$ cat src/rtl/xlr8_evt_fifo.sv
// Event FIFO from user logic to the AVR, drained and monitored over the DM register bus.
// Optional threshold interrupt register enabled by defining XLR8_EVT_FIFO_IRQ_EN.
module xlr8_evt_fifo #(
    parameter logic [7:0]  DATA_ADDR   = 8'd0,
    parameter logic [7:0]  STATUS_ADDR = 8'd1,
    parameter logic [7:0]  CTRL_ADDR   = 8'd2,
    parameter logic [7:0]  THRESH_ADDR = 8'd3,
    parameter int unsigned DEPTH_LOG2  = 4,
    parameter int unsigned WIDTH       = 8
) (
    input  logic             clk,
    input  logic             rstn,
    input  logic             clken,
    input  logic [7:0]       dbus_in,
    output logic [7:0]       dbus_out,
    output logic             io_out_en,
    input  logic [7:0]       ramadr,
    input  logic             ramre,
    input  logic             ramwe,
    input  logic             dm_sel,
    input  logic             evt_valid,
    input  logic [WIDTH-1:0] evt_data,
    output logic             evt_ready,
    output logic             irq
);

    localparam int unsigned CW = DEPTH_LOG2 + 1;
    localparam logic [CW-1:0] DEPTH_CNT = {1'b1, {DEPTH_LOG2{1'b0}}};

    logic [WIDTH-1:0]      mem [0:(1 << DEPTH_LOG2) - 1];
    logic [DEPTH_LOG2-1:0] wr_ptr;
    logic [DEPTH_LOG2-1:0] rd_ptr;
    logic [CW-1:0]         count;
    logic [CW-1:0]         count_next;
    logic                  overflow;
    logic                  underflow;

    logic data_sel, status_sel, ctrl_sel;
    logic full, empty;
    logic ctrl_wr, flush, do_pop, do_push, ovf_set, udf_set;
    logic [7:0] head_word;
    logic [4:0] count5;
    logic unused_bits;

    assign data_sel   = dm_sel && (ramadr == DATA_ADDR);
    assign status_sel = dm_sel && (ramadr == STATUS_ADDR);
    assign ctrl_sel   = dm_sel && (ramadr == CTRL_ADDR);
    assign full       = (count == DEPTH_CNT);
    assign empty      = (count == '0);
    assign evt_ready  = !full;
    assign unused_bits = ^dbus_in[7:3];

    // Flush dominates: a same-cycle push is discarded and cannot raise overflow.
    always_comb begin
        ctrl_wr = clken && ctrl_sel && ramwe;
        flush   = ctrl_wr && dbus_in[0];
        do_pop  = clken && data_sel && ramre && !empty;
        udf_set = clken && data_sel && ramre && empty;
        do_push = evt_valid && (!full || do_pop) && !flush;
        ovf_set = evt_valid && full && !do_pop && !flush;
        count_next = count;
        if (flush)
            count_next = '0;
        else if (do_push && !do_pop)
            count_next = count + 1'b1;
        else if (do_pop && !do_push)
            count_next = count - 1'b1;
    end

    always_ff @(posedge clk) begin
        if (!rstn) begin
            wr_ptr    <= '0;
            rd_ptr    <= '0;
            count     <= '0;
            overflow  <= 1'b0;
            underflow <= 1'b0;
        end else begin
            count     <= count_next;
            overflow  <= ovf_set || (overflow && !(ctrl_wr && dbus_in[1]));
            underflow <= udf_set || (underflow && !(ctrl_wr && dbus_in[2]));
            if (flush) begin
                wr_ptr <= '0;
                rd_ptr <= '0;
            end else begin
                if (do_push) wr_ptr <= wr_ptr + 1'b1;
                if (do_pop)  rd_ptr <= rd_ptr + 1'b1;
            end
        end
    end

    always_ff @(posedge clk) begin
        if (rstn && do_push)
            mem[wr_ptr] <= evt_data;
    end

`ifdef XLR8_EVT_FIFO_IRQ_EN
    logic       thresh_sel;
    logic [4:0] thresh;
    logic [4:0] count_next5;

    assign thresh_sel = dm_sel && (ramadr == THRESH_ADDR);

    always_comb begin
        count_next5 = '0;
        count_next5[CW-1:0] = count_next;
    end

    always_ff @(posedge clk) begin
        if (!rstn) begin
            thresh <= 5'd1;
            irq    <= 1'b0;
        end else begin
            irq <= (count_next5 >= thresh) && (thresh != '0);
            if (clken && thresh_sel && ramwe)
                thresh <= dbus_in[4:0];
        end
    end
`else
    assign irq = 1'b0;
`endif

    always_comb begin
        head_word = '0;
        if (!empty)
            head_word[WIDTH-1:0] = mem[rd_ptr];
        count5 = '0;
        count5[CW-1:0] = count;
        dbus_out  = '0;
        io_out_en = 1'b0;
        if (data_sel && ramre) begin
            dbus_out  = head_word;
            io_out_en = 1'b1;
        end else if (status_sel && ramre) begin
            dbus_out  = {overflow, underflow, full, count5};
            io_out_en = 1'b1;
        end
`ifdef XLR8_EVT_FIFO_IRQ_EN
        else if (thresh_sel && ramre) begin
            dbus_out  = {3'b000, thresh};
            io_out_en = 1'b1;
        end
`endif
    end

endmodule
$ cat config.mk
export PLATFORM = sky130hd
export DESIGN_NAME = xlr8_evt_fifo
export DESIGN_NICKNAME = d
export VERILOG_FILES = /design/src/rtl/xlr8_evt_fifo.sv
export SDC_FILE = /design/constraint.sdc
export NUM_CORES = 1
export LEC_CHECK = 0
export BUFFER_PORTS_ARGS = -buffer_cell sky130_fd_sc_hd__buf_4
export CAP_MARGIN = 10
export CORE_MARGIN = 5
export CORE_UTILIZATION = 30
export DETAILED_ROUTE_END_ITERATION = 12
export GPL_ROUTABILITY_DRIVEN = 0
export SYNTH_ARGS = -nofsm -noshare
export SYNTH_HDL_FRONTEND = slang
export SYNTH_SLANG_ARGS = --single-unit
$ cat constraint.sdc
create_clock -name clk -period 10.36 [get_ports clk]
set_input_delay 2.59 -clock clk [delete_from_list [all_inputs] [get_ports clk]]
set_output_delay 2.59 -clock clk [all_outputs]
set_load 0.01 [all_outputs]
* Word-level counts from Yosys, hierarchy flattened
Memories as Yosys holds them, arrays and structs flattened. A register that Yosys moved wholly into a read port is not among the register bits. Index checks and enable logic that the tools add are counted.
Word-level totals: memories 1, flip-flop bits (word level) 15, RAM bits 128
Memory list:
- mem | words 16, width 8, rd ports 1, clocked after memory_dff 1, write ports 1, line 30 | logic [WIDTH-1:0] mem [0:(1 << DEPTH_LOG2) - 1];
Operators by class: $add $sub $neg 4, reductions and logical operators 38, multiplexer cells 11, eq/ne operators 3, bitwise operators 1
Operator list (count):
- $logic_and 1x1->1 | 24
- $mux 8 | 3
- $mux 5 | 2
- $add 4x1->4 const B | 2
- $eq 8x1->1 const B | 1
- $eq 8x2->1 const B | 1
- $logic_not 8->1 | 1
- $mux 4 | 2
- $logic_not 1->1 | 7
- $add 5x1->5 const B | 1
- $eq 5x5->1 const B | 1
- $logic_not 5->1 | 1
- $sub 5x1->5 const B | 1
- $mux 1 | 4
- $logic_or 1x1->1 | 3
- $reduce_bool 2->1 | 1
- $reduce_or 2->1 | 1
- $not 1->1 | 1

* Depth between registers and ports, before layout
Gate-level depths: netlist (run 1).
depth after elaboration 12, gate-level depth with buffers 12, mapped depth without buffers 12

* Worst setup path after synthesis (run 1)
No wires, ideal clock.
path kind in2out, from in ramadr[7], to out dbus_out[0], buffers on the path 0, data arrival time 4.108 ns, stages 4, setup slack 3.662 ns, required time 7.770 ns, cells stage by stage or4_4 nor4_2 nand3_1 o221ai_1
Between the ends: longest elaborated chain between the ends 5, elaborated cells on any way between the ends 8
RTL lines:
- start: declaration | line 17 | input logic [7:0] ramadr,
- $eq 8x1->1 | line 46 | assign status_sel = dm_sel && (ramadr == STATUS_ADDR);
- $logic_and 1x1->1 | line 46
- $logic_and 1x1->1 | line 133 | end else if (status_sel && ramre) begin
- $mux 8 | line 133
- $mux 8 (*) | line 130 | if (data_sel && ramre) begin
- end: declaration | line 15 | output logic [7:0] dbus_out,
Mark *: on every way between the ends. The rest lies on a longest branch, timed or not.

* Worst setup path in the final report (run 1)
from in ramadr[7], to out dbus_out[4]
The elaborated chain is that of the path after synthesis.

==> impl_results.html, run 1 <==
<table>
<tr><th>Metric</th><th>Value</th></tr>
<tr><th colspan="2">Timing</th></tr>
<tr><td>Maximum operating frequency</td><td>134.9 MHz</td></tr>
<tr><td>Final hold viol count</td><td>0</td></tr>
<tr><td>Actual slew at the worst max-slew pin</td><td>944.8 ps</td></tr>
<tr><td>Shortest clock period the worst path allows after layout</td><td>7413 ps</td></tr>
<tr><td>Setup TNS after final layout</td><td>0 ps</td></tr>
<tr><td>Relative slew slack</td><td>36.78%</td></tr>
<tr><td>Worst Clk Skew</td><td>6.942 ps</td></tr>
<tr><td>Setup repair after global routing missed its margin</td><td>false</td></tr>
<tr><td>Period utilization</td><td>71.55%</td></tr>
<tr><td>Final count of negative-setup-slack endpoints</td><td>0</td></tr>
<tr><td>Number of max-slew violations in the final report</td><td>0</td></tr>
<tr><th colspan="2">Floorplan</th></tr>
<tr><td>Die Ht</td><td>151.3 microns</td></tr>
<tr><td>Core outline area</td><td>19590 sq um</td></tr>
<tr><td>Number of top-level design ports</td><td>42</td></tr>
<tr><td>Number of rows created at floorplan</td><td>51</td></tr>
<tr><td>Chip width</td><td>151.3 microns</td></tr>
<tr><td>Area of the die</td><td>22900 sq um</td></tr>
<tr><td>Starting density of the core</td><td>30.59%</td></tr>
<tr><th colspan="2">Routing</th></tr>
<tr><td>Final wirelength</td><td>11.98 mm</td></tr>
<tr><td>Routed via count divided by cell count</td><td>4.689</td></tr>
<tr><td>Detailed-routing iteration count for the pre-antenna-repair pass</td><td>4</td></tr>
<tr><td>Antenna Nets Post-Route</td><td>0</td></tr>
<tr><td>Count of unresolved DRC violations after routing</td><td>0</td></tr>
<tr><td>Iteration-0 DRC Markers</td><td>292</td></tr>
<tr><td>Detailed-route wire length per cell</td><td>18.18 microns</td></tr>
<tr><td>Total number of vias</td><td>3090</td></tr>
<tr><th colspan="2">Synthesis</th></tr>
<tr><td>Part of the Yosys area used for sequential elements</td><td>70.48%</td></tr>
<tr><td>Number of enable flip-flop cells after synthesis</td><td>128</td></tr>
<tr><td>Synth Area per Inst</td><td>17.63 sq um</td></tr>
<tr><td>Top flip-flop cell by instance count after synthesis</td><td>edfxtp_1</td></tr>
<tr><td>Asr flop ratio synth</td><td>0%</td></tr>
<tr><td>Number of different library cells in the post-synthesis netlist</td><td>36</td></tr>
<tr><td>Synthesized flop and latch total</td><td>147</td></tr>
<tr><td>Post-synthesis instance area</td><td>5993 sq um</td></tr>
<tr><td>Number of warning messages in the yosys log</td><td>0</td></tr>
<tr><td>Net count of the mapped netlist</td><td>381</td></tr>
<tr><td>Gate count of the mapped netlist</td><td>340</td></tr>
<tr><th colspan="2">Pwr</th></tr>
<tr><td>Overall power consumption</td><td>1304 uW</td></tr>
<tr><td>Power density over the cells</td><td>184.4 nW/um^2</td></tr>
<tr><td>P_leak</td><td>0.002257 uW</td></tr>
<tr><td>Highest ir drop seen on vdd</td><td>0.1114 mV</td></tr>
<tr><th colspan="2">Clock tree</th></tr>
<tr><td>Max Buffers Root-to-Sink</td><td>2</td></tr>
<tr><td>Post-CTS resize count</td><td>0</td></tr>
<tr><td>H-tree depth reported by CTS</td><td>4</td></tr>
<tr><td>Post CTS Setup Buffer Count</td><td>0</td></tr>
<tr><td>Inserted Clock Buffers</td><td>17</td></tr>
<tr><td>Clock insertion delay at the later pin of the skew report</td><td>410 ps</td></tr>
<tr><td>Register clock-pin slew on the reported worst setup and hold paths</td><td>60 ps</td></tr>
<tr><td>Count of hold buffers inserted by post-cts repair</td><td>0</td></tr>
<tr><td>Clock tree from TritonCTS</td><td>yes</td></tr>
<tr><td>Total clock sinks</td><td>147</td></tr>
<tr><td>Clock tree root buffer cell</td><td>clkbuf_16</td></tr>
<tr><th colspan="2">Final layout</th></tr>
<tr><td>Count of filler cells inserted in the layout</td><td>1840</td></tr>
<tr><td>Multi-input logic area</td><td>1678 sq um</td></tr>
<tr><td>Final Core Density</td><td>36.09%</td></tr>
<tr><td>Area taken by flip-flops and latches</td><td>4224 sq um</td></tr>
<tr><td>Most common library cell in the layout ignoring fill and taps</td><td>edfxtp_1</td></tr>
<tr><td>Total Nets Final</td><td>425</td></tr>
<tr><td>Most frequent cells in the layout</td><td>edfxtp_1 (128), buf_4 (38), mux4_2 (32)</td></tr>
<tr><td>Post-route standard cell area excluding fillers</td><td>7071 sq um</td></tr>
<tr><td>Number of antenna diodes</td><td>0</td></tr>
<tr><td>Syn-to-layout area delta</td><td>17.97%</td></tr>
<tr><td>Share of layout cells above drive strength 1</td><td>24.87%</td></tr>
<tr><th colspan="2">Worst hold path</th></tr>
<tr><td>Kind of path behind the tightest hold check</td><td>flip-flop to flip-flop</td></tr>
<tr><th colspan="2">Setup path</th></tr>
<tr><td>Required time of the critical path</td><td>7770 ps</td></tr>
<tr><td>Critical path peak fanout</td><td>8</td></tr>
<tr><td>Data arrival time at the worst-slack endpoint</td><td>4820 ps</td></tr>
<tr><td>Worst setup path category</td><td>primary input to primary output</td></tr>
<tr><td>Kind of start point of the critical path</td><td>primary input</td></tr>
<tr><td>Endpoint kind of the worst setup timing path</td><td>primary output</td></tr>
<tr><th colspan="2">Flow run</th></tr>
<tr><td>Max capacitance violation total</td><td>0</td></tr>
<tr><th colspan="2">Outcome</th></tr>
<tr><td>Run status</td><td>complete, no violations</td></tr>
<tr><th colspan="2">GRT</th></tr>
<tr><td>Number of global-route vias before repair</td><td>3261</td></tr>
<tr><td>Pin count of the biggest net entering global routing</td><td>33</td></tr>
<tr><td>Remaining global-route overflow</td><td>0</td></tr>
<tr><td>GRT Resource Usage Total</td><td>11.32%</td></tr>
<tr><td>Global-route wire length before repair</td><td>18.71 mm</td></tr>
<tr><td>Initial antenna violation count</td><td>0</td></tr>
<tr><th colspan="2">Placed design</th></tr>
<tr><td>Placed cell area</td><td>6553 sq um</td></tr>
<tr><td>Quantity of I/O buffers inserted on ports</td><td>35</td></tr>
<tr><td>Post-DP HPWL</td><td>7.717 mm</td></tr>
</table>
cells by family (layout without fill, tap and decap cells):
kind of cell	count (synthesis)	after routing	synth area share (%)
xor gates and xnor gates	8	8	1.169
adders and majority gates	10	10	2.213
DFF	147	147	70.48
buffers and inverters	22	76	1.524
other	1	1	0.06257
muxes	50	50	15.03
and+or+nand+nor	76	76	6.555
AOI/OAI and AO/OA	26	26	2.964
routing by layer:
metal | GRT usage [%] | vias up | routed length (microns)
li1 | - | 1435 | -
met1 | 14.30 | 1569 | 5133
met2 | 18.14 | 73 | 5978
met3 | 3.082 | 13 | 606
met4 | 5.168 | 0 | 264
met5 | 0 | - | 0
flip-flops by register name, indices dropped and copies added (netlist names), named ones only:
signal     count
underflow      1
count          5
mem          128
overflow       1
rd_ptr         4
wr_ptr         4
cell usage after synthesis, types with 2 or more instances:
master,number,area share [%]
edfxtp_1,128,64
mux4_2,32,12
nor2_1,28,1.8
dfxtp_1,19,6.3
mux2i_1,18,3.0
nand2_1,16,1.0
nand3_1,11,0.92
ha_1,9,1.9
inv_1,9,0.56
a21oi_1,8,0.67
o221ai_1,8,1.2
clkbuf_1,5,0.31
o21ai_0,5,0.42
or3_1,5,0.52
buf_2,4,0.33
xnor2_1,4,0.58
xor2_1,4,0.58
buf_1,3,0.19
nand3b_1,3,0.38
a21boi_0,2,0.25
a21o_1,2,0.25
nand2b_1,2,0.21
nor4_1,2,0.21
metrics by stage:
| step | hold WS [ps] | cells | worst slack (ps) |
|---|---|---|---|
| global placement | 488.2 | 630 | 2968 |
| floorplan | 455.7 | 340 | 3662 |
| CTS | 500.3 | 659 | 2951 |
| finish | 494.9 | 659 | 2947 |
| detailed placement | 493.7 | 630 | 2953 |
| global route | 527.1 | 659 | 2823 |
power by group:
part / switching, uW / internal (uW)
Clock: 218 / 323
Combinational: 54.6 / 39.2
Sequential: 11.5 / 658
Total: 284 / 1020
final timing paths:
path | endpoint | startpoint | cells after the start | slack (ps)
hold reg to reg | underflow$_SDFF_PN0_ | underflow$_SDFF_PN0_ | 2 | 490
setup reg to reg | count[4]$_SDFFE_PP0P_ | count[0]$_SDFFE_PP0P_ | 12 | 7050
hold / removal | underflow$_SDFF_PN0_ | underflow$_SDFF_PN0_ | 2 | 490
setup / recovery | dbus_out[4] | ramadr[7] | 6 | 2950
critical path, stage by stage:
cell      delay, ps
buf_4           110
or4_4           560
nor4_2          450
nand3b_1        510
o221ai_1        400
buf_4           180
final cells by class:
class	count	share of cell area [%]
Multi-Input combinational cell	171	23.73
Sequential cell	147	59.74
Inverter	9	0.4778
Clock inverter	11	1.256
Clock buffer	18	6.070
Timing Repair Buffer	38	4.035
Tap cell	265	4.689
No activity file was read; power rests on OpenSTA's default activity.
==> inputs of run 2 (changes only) <==
==> constraint.sdc (replaced) <==
create_clock -name clk -period 6.7 [get_ports clk]
set_input_delay 1.675 -clock clk [delete_from_list [all_inputs] [get_ports clk]]
set_output_delay 1.675 -clock clk [all_outputs]
set_load 0.01 [all_outputs]
==> impl_results.html, run 2 (same netlist as run 1, synthesis figures left out) <==
<table>
<tr><th>Metric</th><th>Value</th></tr>
<tr><th colspan="2">Timing</th></tr>
<tr><td>Worst Clk Skew</td><td>6.903 ps</td></tr>
<tr><td>Shortest clock period the worst path allows after layout</td><td>5562 ps</td></tr>
<tr><td>Setup repair after global routing missed its margin</td><td>false</td></tr>
<tr><td>Relative slew slack</td><td>35.84%</td></tr>
<tr><td>Actual slew at the worst max-slew pin</td><td>958.8 ps</td></tr>
<tr><td>Final count of negative-setup-slack endpoints</td><td>0</td></tr>
<tr><td>Period utilization</td><td>83.01%</td></tr>
<tr><td>Maximum operating frequency</td><td>179.8 MHz</td></tr>
<tr><td>Number of max-slew violations in the final report</td><td>0</td></tr>
<tr><td>Final hold viol count</td><td>0</td></tr>
<tr><td>Setup TNS after final layout</td><td>0 ps</td></tr>
<tr><th colspan="2">Setup path</th></tr>
<tr><td>Number of cells on the worst reg-to-reg path</td><td>12</td></tr>
<tr><td>Data arrival time at the worst-slack endpoint</td><td>3890 ps</td></tr>
<tr><td>Slowest Stage Delay on Critical Path</td><td>560 ps</td></tr>
<tr><td>CP cell instances</td><td>buf_4 -&gt; or4_4 -&gt; nor4_2 -&gt; nand3_1 -&gt; o221ai_1 -&gt; buf_4</td></tr>
<tr><td>Critical path peak fanout</td><td>8</td></tr>
<tr><td>Worst setup path category</td><td>primary input to primary output</td></tr>
<tr><td>Endpoint kind of the worst setup timing path</td><td>primary output</td></tr>
<tr><td>Setup slack, reg-to-reg</td><td>3340 ps</td></tr>
<tr><td>Worst r2r dst</td><td>count[4]$_SDFFE_PP0P_</td></tr>
<tr><td>CP bufs+invs</td><td>2</td></tr>
<tr><td>Required time of the critical path</td><td>5030 ps</td></tr>
<tr><td>Kind of start point of the critical path</td><td>primary input</td></tr>
<tr><td>Reg-to-reg critical path startpoint</td><td>count[0]$_SDFFE_PP0P_</td></tr>
<tr><td>Critical-path cell with the highest stage delay</td><td>or4_4</td></tr>
<tr><td>Cell family contributing the most delay on the critical path</td><td>simple AND/OR/NAND/NOR gates</td></tr>
<tr><td>Most frequent cell on the critical path</td><td>buf_4</td></tr>
<tr><th colspan="2">GRT</th></tr>
<tr><td>Initial antenna violation count</td><td>0</td></tr>
<tr><td>Remaining global-route overflow</td><td>0</td></tr>
<tr><td>Number of global-route vias before repair</td><td>3269</td></tr>
<tr><td>GRT Resource Usage Total</td><td>11.63%</td></tr>
<tr><td>Pin count of the biggest net entering global routing</td><td>33</td></tr>
<tr><td>Global-route wire length before repair</td><td>19.06 mm</td></tr>
<tr><th colspan="2">Routing</th></tr>
<tr><td>Detailed-routing iteration count for the pre-antenna-repair pass</td><td>4</td></tr>
<tr><td>Iteration-0 DRC Markers</td><td>221</td></tr>
<tr><td>Routed via count divided by cell count</td><td>4.699</td></tr>
<tr><td>Count of unresolved DRC violations after routing</td><td>0</td></tr>
<tr><td>Antenna Nets Post-Route</td><td>0</td></tr>
<tr><td>Detailed-route wire length per cell</td><td>18.43 microns</td></tr>
<tr><td>Total number of vias</td><td>3111</td></tr>
<tr><td>Final wirelength</td><td>12.20 mm</td></tr>
<tr><th colspan="2">Final layout</th></tr>
<tr><td>Post-route standard cell area excluding fillers</td><td>7143 sq um</td></tr>
<tr><td>Area taken by flip-flops and latches</td><td>4224 sq um</td></tr>
<tr><td>Most frequent cells in the layout</td><td>edfxtp_1 (128), buf_4 (38), mux4_2 (32)</td></tr>
<tr><td>Number of antenna diodes</td><td>0</td></tr>
<tr><td>Most common library cell in the layout ignoring fill and taps</td><td>edfxtp_1</td></tr>
<tr><td>Register with the most flip-flops</td><td>mem</td></tr>
<tr><td>Total Nets Final</td><td>425</td></tr>
<tr><td>Largest register FFs</td><td>128</td></tr>
<tr><td>Share of layout cells above drive strength 1</td><td>25.69%</td></tr>
<tr><td>Multi-input logic area</td><td>1678 sq um</td></tr>
<tr><td>Syn-to-layout area delta</td><td>19.19%</td></tr>
<tr><td>Count of filler cells inserted in the layout</td><td>1838</td></tr>
<tr><td>Registers with the most flip-flops</td><td>mem x128, count x5</td></tr>
<tr><th colspan="2">Floorplan</th></tr>
<tr><td>Chip width</td><td>151.3 microns</td></tr>
<tr><td>Area of the die</td><td>22900 sq um</td></tr>
<tr><td>Die Ht</td><td>151.3 microns</td></tr>
<tr><td>Core outline area</td><td>19590 sq um</td></tr>
<tr><td>Number of top-level design ports</td><td>42</td></tr>
<tr><td>Starting density of the core</td><td>30.59%</td></tr>
<tr><td>Number of rows created at floorplan</td><td>51</td></tr>
<tr><th colspan="2">Placed design</th></tr>
<tr><td>Quantity of I/O buffers inserted on ports</td><td>35</td></tr>
<tr><td>Placed cell area</td><td>6553 sq um</td></tr>
<tr><td>Post-DP HPWL</td><td>7.815 mm</td></tr>
<tr><th colspan="2">Flow run</th></tr>
<tr><td>Max capacitance violation total</td><td>0</td></tr>
<tr><th colspan="2">Worst hold path</th></tr>
<tr><td>Hold path endpoint</td><td>underflow$_SDFF_PN0_</td></tr>
<tr><td>Worst hold start</td><td>underflow$_SDFF_PN0_</td></tr>
<tr><td>Kind of path behind the tightest hold check</td><td>flip-flop to flip-flop</td></tr>
<tr><td>Cell count of the worst hold path</td><td>2</td></tr>
<tr><th colspan="2">Pwr</th></tr>
<tr><td>Power density over the cells</td><td>297.8 nW/um^2</td></tr>
<tr><td>P_leak</td><td>0.002293 uW</td></tr>
<tr><td>Highest ir drop seen on vdd</td><td>0.1390 mV</td></tr>
<tr><th colspan="2">Outcome</th></tr>
<tr><td>Run status</td><td>complete, no violations</td></tr>
<tr><th colspan="2">Clock tree</th></tr>
<tr><td>Post CTS Setup Buffer Count</td><td>0</td></tr>
<tr><td>Post-CTS resize count</td><td>0</td></tr>
<tr><td>Clock tree from TritonCTS</td><td>yes</td></tr>
<tr><td>Total clock sinks</td><td>147</td></tr>
<tr><td>Register clock-pin slew on the reported worst setup and hold paths</td><td>60 ps</td></tr>
<tr><td>Inserted Clock Buffers</td><td>17</td></tr>
<tr><td>Clock tree root buffer cell</td><td>clkbuf_16</td></tr>
<tr><td>H-tree depth reported by CTS</td><td>4</td></tr>
<tr><td>Max Buffers Root-to-Sink</td><td>2</td></tr>
<tr><td>Count of hold buffers inserted by post-cts repair</td><td>0</td></tr>
<tr><td>Clock insertion delay at the later pin of the skew report</td><td>420 ps</td></tr>
</table>
[run 2: metal layers]
layer,vias up,GRT usage (%),wire length [microns]
met1,1594,14.53,5300
met2,64,18.80,6123
met5,-,0,0
li1,1437,-,-
met3,16,3.381,515
met4,0,5.032,261
[run 2: stage by stage]
step	cells	setup slack (ps)	power, uW	hold slack, ps	utilization [%]
CTS	662	1102	2144	508.7	36.46
global route	662	944.6	2204	523.4	36.46
global placement	630	1110	1193	489.6	33.45
floorplan	340	1832	1148	455.7	-
finish	662	1138	2127	504.8	36.46
detailed placement	630	1104	1201	499.7	33.45
[run 2: worst reg2reg max path: cells and delay by family (launching register included)]
family                   cells  cell delay, ps
AND/OR/NAND/NOR              3            1130
AO/OA/AOI/OAI                4             800
adder cells (fa/ha/maj)      2             540
flip-flops                   1             370
buffers and inverters        2             360
XOR/XNOR                     1              90
[run 2: layout make-up]
cell class	count	area share (%)
sequential	147	59.13
multi-input combinational	171	23.49
clock buffer	19	6.061
tap	265	4.642
timing repair buffer	38	3.994
clock inverter	13	2.207
inverter	9	0.4729
[run 2: power by group]
group          internal (uW)  switching [uW]  leakage, uW  total, uW
clock                    586             360     0.000288        946
sequential              1020            17.8      0.00131       1040
combinational           60.8            85.4     0.000697        146
total                   1660             463      0.00229       2130
[run 2: how the worst max path moves through the flow]
stage / startpoint / end / depth (start not counted)
2_1_floorplan: ramadr[7] / dbus_out[0] / 4
3_3_place_gp: ramadr[7] / dbus_out[5] / 6
3_5_place_dp: ramadr[7] / dbus_out[5] / 6
4_1_cts: ramadr[7] / dbus_out[5] / 6
5_1_grt: ramadr[7] / dbus_out[4] / 6
6_report: ramadr[7] / dbus_out[2] / 6
==> inputs of run 3 (changes only) <==
==> constraint.sdc (replaced) <==
create_clock -name clk -period 5.2 [get_ports clk]
set_input_delay 1.3 -clock clk [delete_from_list [all_inputs] [get_ports clk]]
set_output_delay 1.3 -clock clk [all_outputs]
set_load 0.01 [all_outputs]
==> impl_results.html, run 3 (same netlist as run 1, synthesis figures left out) <==
<table>
<tr><th>Metric</th><th>Value</th></tr>
<tr><th colspan="2">Setup path</th></tr>
<tr><td>Worst setup path category</td><td>primary input to primary output</td></tr>
<tr><td>Critical path peak fanout</td><td>8</td></tr>
<tr><td>Required time of the critical path</td><td>3900 ps</td></tr>
<tr><td>Kind of start point of the critical path</td><td>primary input</td></tr>
<tr><td>Data arrival time at the worst-slack endpoint</td><td>3290 ps</td></tr>
<tr><td>Endpoint kind of the worst setup timing path</td><td>primary output</td></tr>
<tr><th colspan="2">Timing</th></tr>
<tr><td>Setup TNS after final layout</td><td>0 ps</td></tr>
<tr><td>Worst hold slack across all endpoints</td><td>492.7 ps</td></tr>
<tr><td>Final count of negative-setup-slack endpoints</td><td>0</td></tr>
<tr><td>Maximum operating frequency</td><td>217.7 MHz</td></tr>
<tr><td>Final hold viol count</td><td>0</td></tr>
<tr><td>Relative slew slack</td><td>38.16%</td></tr>
<tr><td>Worst Clk Skew</td><td>5.235 ps</td></tr>
<tr><td>Number of max-slew violations in the final report</td><td>0</td></tr>
<tr><td>Shortest clock period the worst path allows after layout</td><td>4594 ps</td></tr>
<tr><td>Actual slew at the worst max-slew pin</td><td>924.1 ps</td></tr>
<tr><td>Period utilization</td><td>88.35%</td></tr>
<tr><td>Setup repair after global routing missed its margin</td><td>false</td></tr>
<tr><th colspan="2">Final layout</th></tr>
<tr><td>Syn-to-layout area delta</td><td>20.79%</td></tr>
<tr><td>Register with the most flip-flops</td><td>mem</td></tr>
<tr><td>Non-filler cells, final</td><td>675</td></tr>
<tr><td>Number of antenna diodes</td><td>0</td></tr>
<tr><td>Most common library cell in the layout ignoring fill and taps</td><td>edfxtp_1</td></tr>
<tr><td>Largest register FFs</td><td>128</td></tr>
<tr><td>Total Nets Final</td><td>438</td></tr>
<tr><td>Registers with the most flip-flops</td><td>mem x128, count x5</td></tr>
<tr><td>Most frequent cells in the layout</td><td>edfxtp_1 (128), buf_4 (51), mux4_2 (32)</td></tr>
<tr><td>Share of layout cells above drive strength 1</td><td>28.29%</td></tr>
<tr><th colspan="2">GRT</th></tr>
<tr><td>Pin count of the biggest net entering global routing</td><td>33</td></tr>
<tr><td>Remaining global-route overflow</td><td>0</td></tr>
<tr><td>Number of global-route vias before repair</td><td>3371</td></tr>
<tr><td>Initial antenna violation count</td><td>0</td></tr>
<tr><td>GRT Resource Usage Total</td><td>11.77%</td></tr>
<tr><td>Global-route wire length before repair</td><td>19.49 mm</td></tr>
<tr><th colspan="2">Pwr</th></tr>
<tr><td>P_leak</td><td>0.002362 uW</td></tr>
<tr><td>Highest ir drop seen on vdd</td><td>0.2147 mV</td></tr>
<tr><td>Overall power consumption</td><td>2742 uW</td></tr>
<tr><td>Power density over the cells</td><td>378.8 nW/um^2</td></tr>
<tr><th colspan="2">Clock tree</th></tr>
<tr><td>Count of hold buffers inserted by post-cts repair</td><td>0</td></tr>
<tr><td>Register clock-pin slew on the reported worst setup and hold paths</td><td>60 ps</td></tr>
<tr><td>Post CTS Setup Buffer Count</td><td>0</td></tr>
<tr><td>Total clock sinks</td><td>147</td></tr>
<tr><td>Clock tree root buffer cell</td><td>clkbuf_16</td></tr>
<tr><td>H-tree depth reported by CTS</td><td>4</td></tr>
<tr><td>Post-CTS resize count</td><td>0</td></tr>
<tr><td>Max Buffers Root-to-Sink</td><td>2</td></tr>
<tr><td>Inserted Clock Buffers</td><td>17</td></tr>
<tr><td>Clock insertion delay at the later pin of the skew report</td><td>420 ps</td></tr>
<tr><td>Clock tree from TritonCTS</td><td>yes</td></tr>
<tr><th colspan="2">Placed design</th></tr>
<tr><td>Placed cell count</td><td>643</td></tr>
<tr><td>Post-DP HPWL</td><td>7.913 mm</td></tr>
<tr><td>Quantity of I/O buffers inserted on ports</td><td>35</td></tr>
<tr><th colspan="2">Routing</th></tr>
<tr><td>Count of unresolved DRC violations after routing</td><td>0</td></tr>
<tr><td>Total number of vias</td><td>3129</td></tr>
<tr><td>Antenna Nets Post-Route</td><td>0</td></tr>
<tr><td>Routed via count divided by cell count</td><td>4.636</td></tr>
<tr><td>Iteration-0 DRC Markers</td><td>202</td></tr>
<tr><td>Detailed-route wire length per cell</td><td>18.37 microns</td></tr>
<tr><td>Detailed-routing iteration count for the pre-antenna-repair pass</td><td>4</td></tr>
<tr><td>Final wirelength</td><td>12.40 mm</td></tr>
<tr><th colspan="2">Worst hold path</th></tr>
<tr><td>Kind of path behind the tightest hold check</td><td>flip-flop to flip-flop</td></tr>
<tr><th colspan="2">Floorplan</th></tr>
<tr><td>Core outline area</td><td>19590 sq um</td></tr>
<tr><td>Number of rows created at floorplan</td><td>51</td></tr>
<tr><td>Area of the die</td><td>22900 sq um</td></tr>
<tr><td>Chip width</td><td>151.3 microns</td></tr>
<tr><td>Starting density of the core</td><td>30.59%</td></tr>
<tr><td>Die Ht</td><td>151.3 microns</td></tr>
<tr><td>Number of top-level design ports</td><td>42</td></tr>
<tr><th colspan="2">Outcome</th></tr>
<tr><td>Run status</td><td>complete, no violations</td></tr>
<tr><th colspan="2">Flow run</th></tr>
<tr><td>Max capacitance violation total</td><td>0</td></tr>
</table>
-- run 3: routing by layer --
layer / track usage, % / routed length (microns)
met1: 14.78 / 5478
met2: 19.23 / 6174
met3: 3.591 / 550
met4: 4.261 / 194
met5: 0 / 0
-- run 3: path summary, 6_finish.rpt --
path	endpoint	startpoint	cells after the start	slack (ps)
setup / recovery	dbus_out[7]	ramadr[7]	7	610
hold / removal	underflow$_SDFF_PN0_	underflow$_SDFF_PN0_	2	490
setup reg to reg	count[4]$_SDFFE_PP0P_	count[0]$_SDFFE_PP0P_	12	1900
hold reg to reg	underflow$_SDFF_PN0_	underflow$_SDFF_PN0_	2	490
-- run 3: cell type report --
| type | instances | area (sq um) |
|---|---|---|
| Multi-Input combinational cell | 171 | 1678 |
| Clock buffer | 19 | 432.9 |
| Timing Repair Buffer | 51 | 382.9 |
| Fill cell | 1824 | 12350 |
| Tap cell | 265 | 331.6 |
| Inverter | 9 | 33.78 |
| Sequential cell | 147 | 4224 |
| Clock inverter | 13 | 156.4 |
-- run 3: through the flow --
step / util (%) / worst slack [ps] / area (sq um)
after floorplan: - / 1082 / 5993
after global placement: 33.95 / 637.5 / 6650
after detailed placement: 33.95 / 596.4 / 6650
after CTS: 36.95 / 575.9 / 7239
after global routing: 36.95 / 508.8 / 7239
final: 36.95 / 606.1 / 7239
-- run 3: report_power, final --
part / total [uW] / switching, uW / internal [uW]
Clock: 1220 / 467 / 754
Sequential: 1330 / 22.8 / 1310
Combinational: 188 / 109 / 78.6
Total: 2740 / 599 / 2140
-- run 3: critical path, cell delays in order --
cell	delay, ps
buf_4	110
or4_4	560
nor4_2	500
nand3_1	170
buf_4	220
o221ai_1	260
buf_4	170
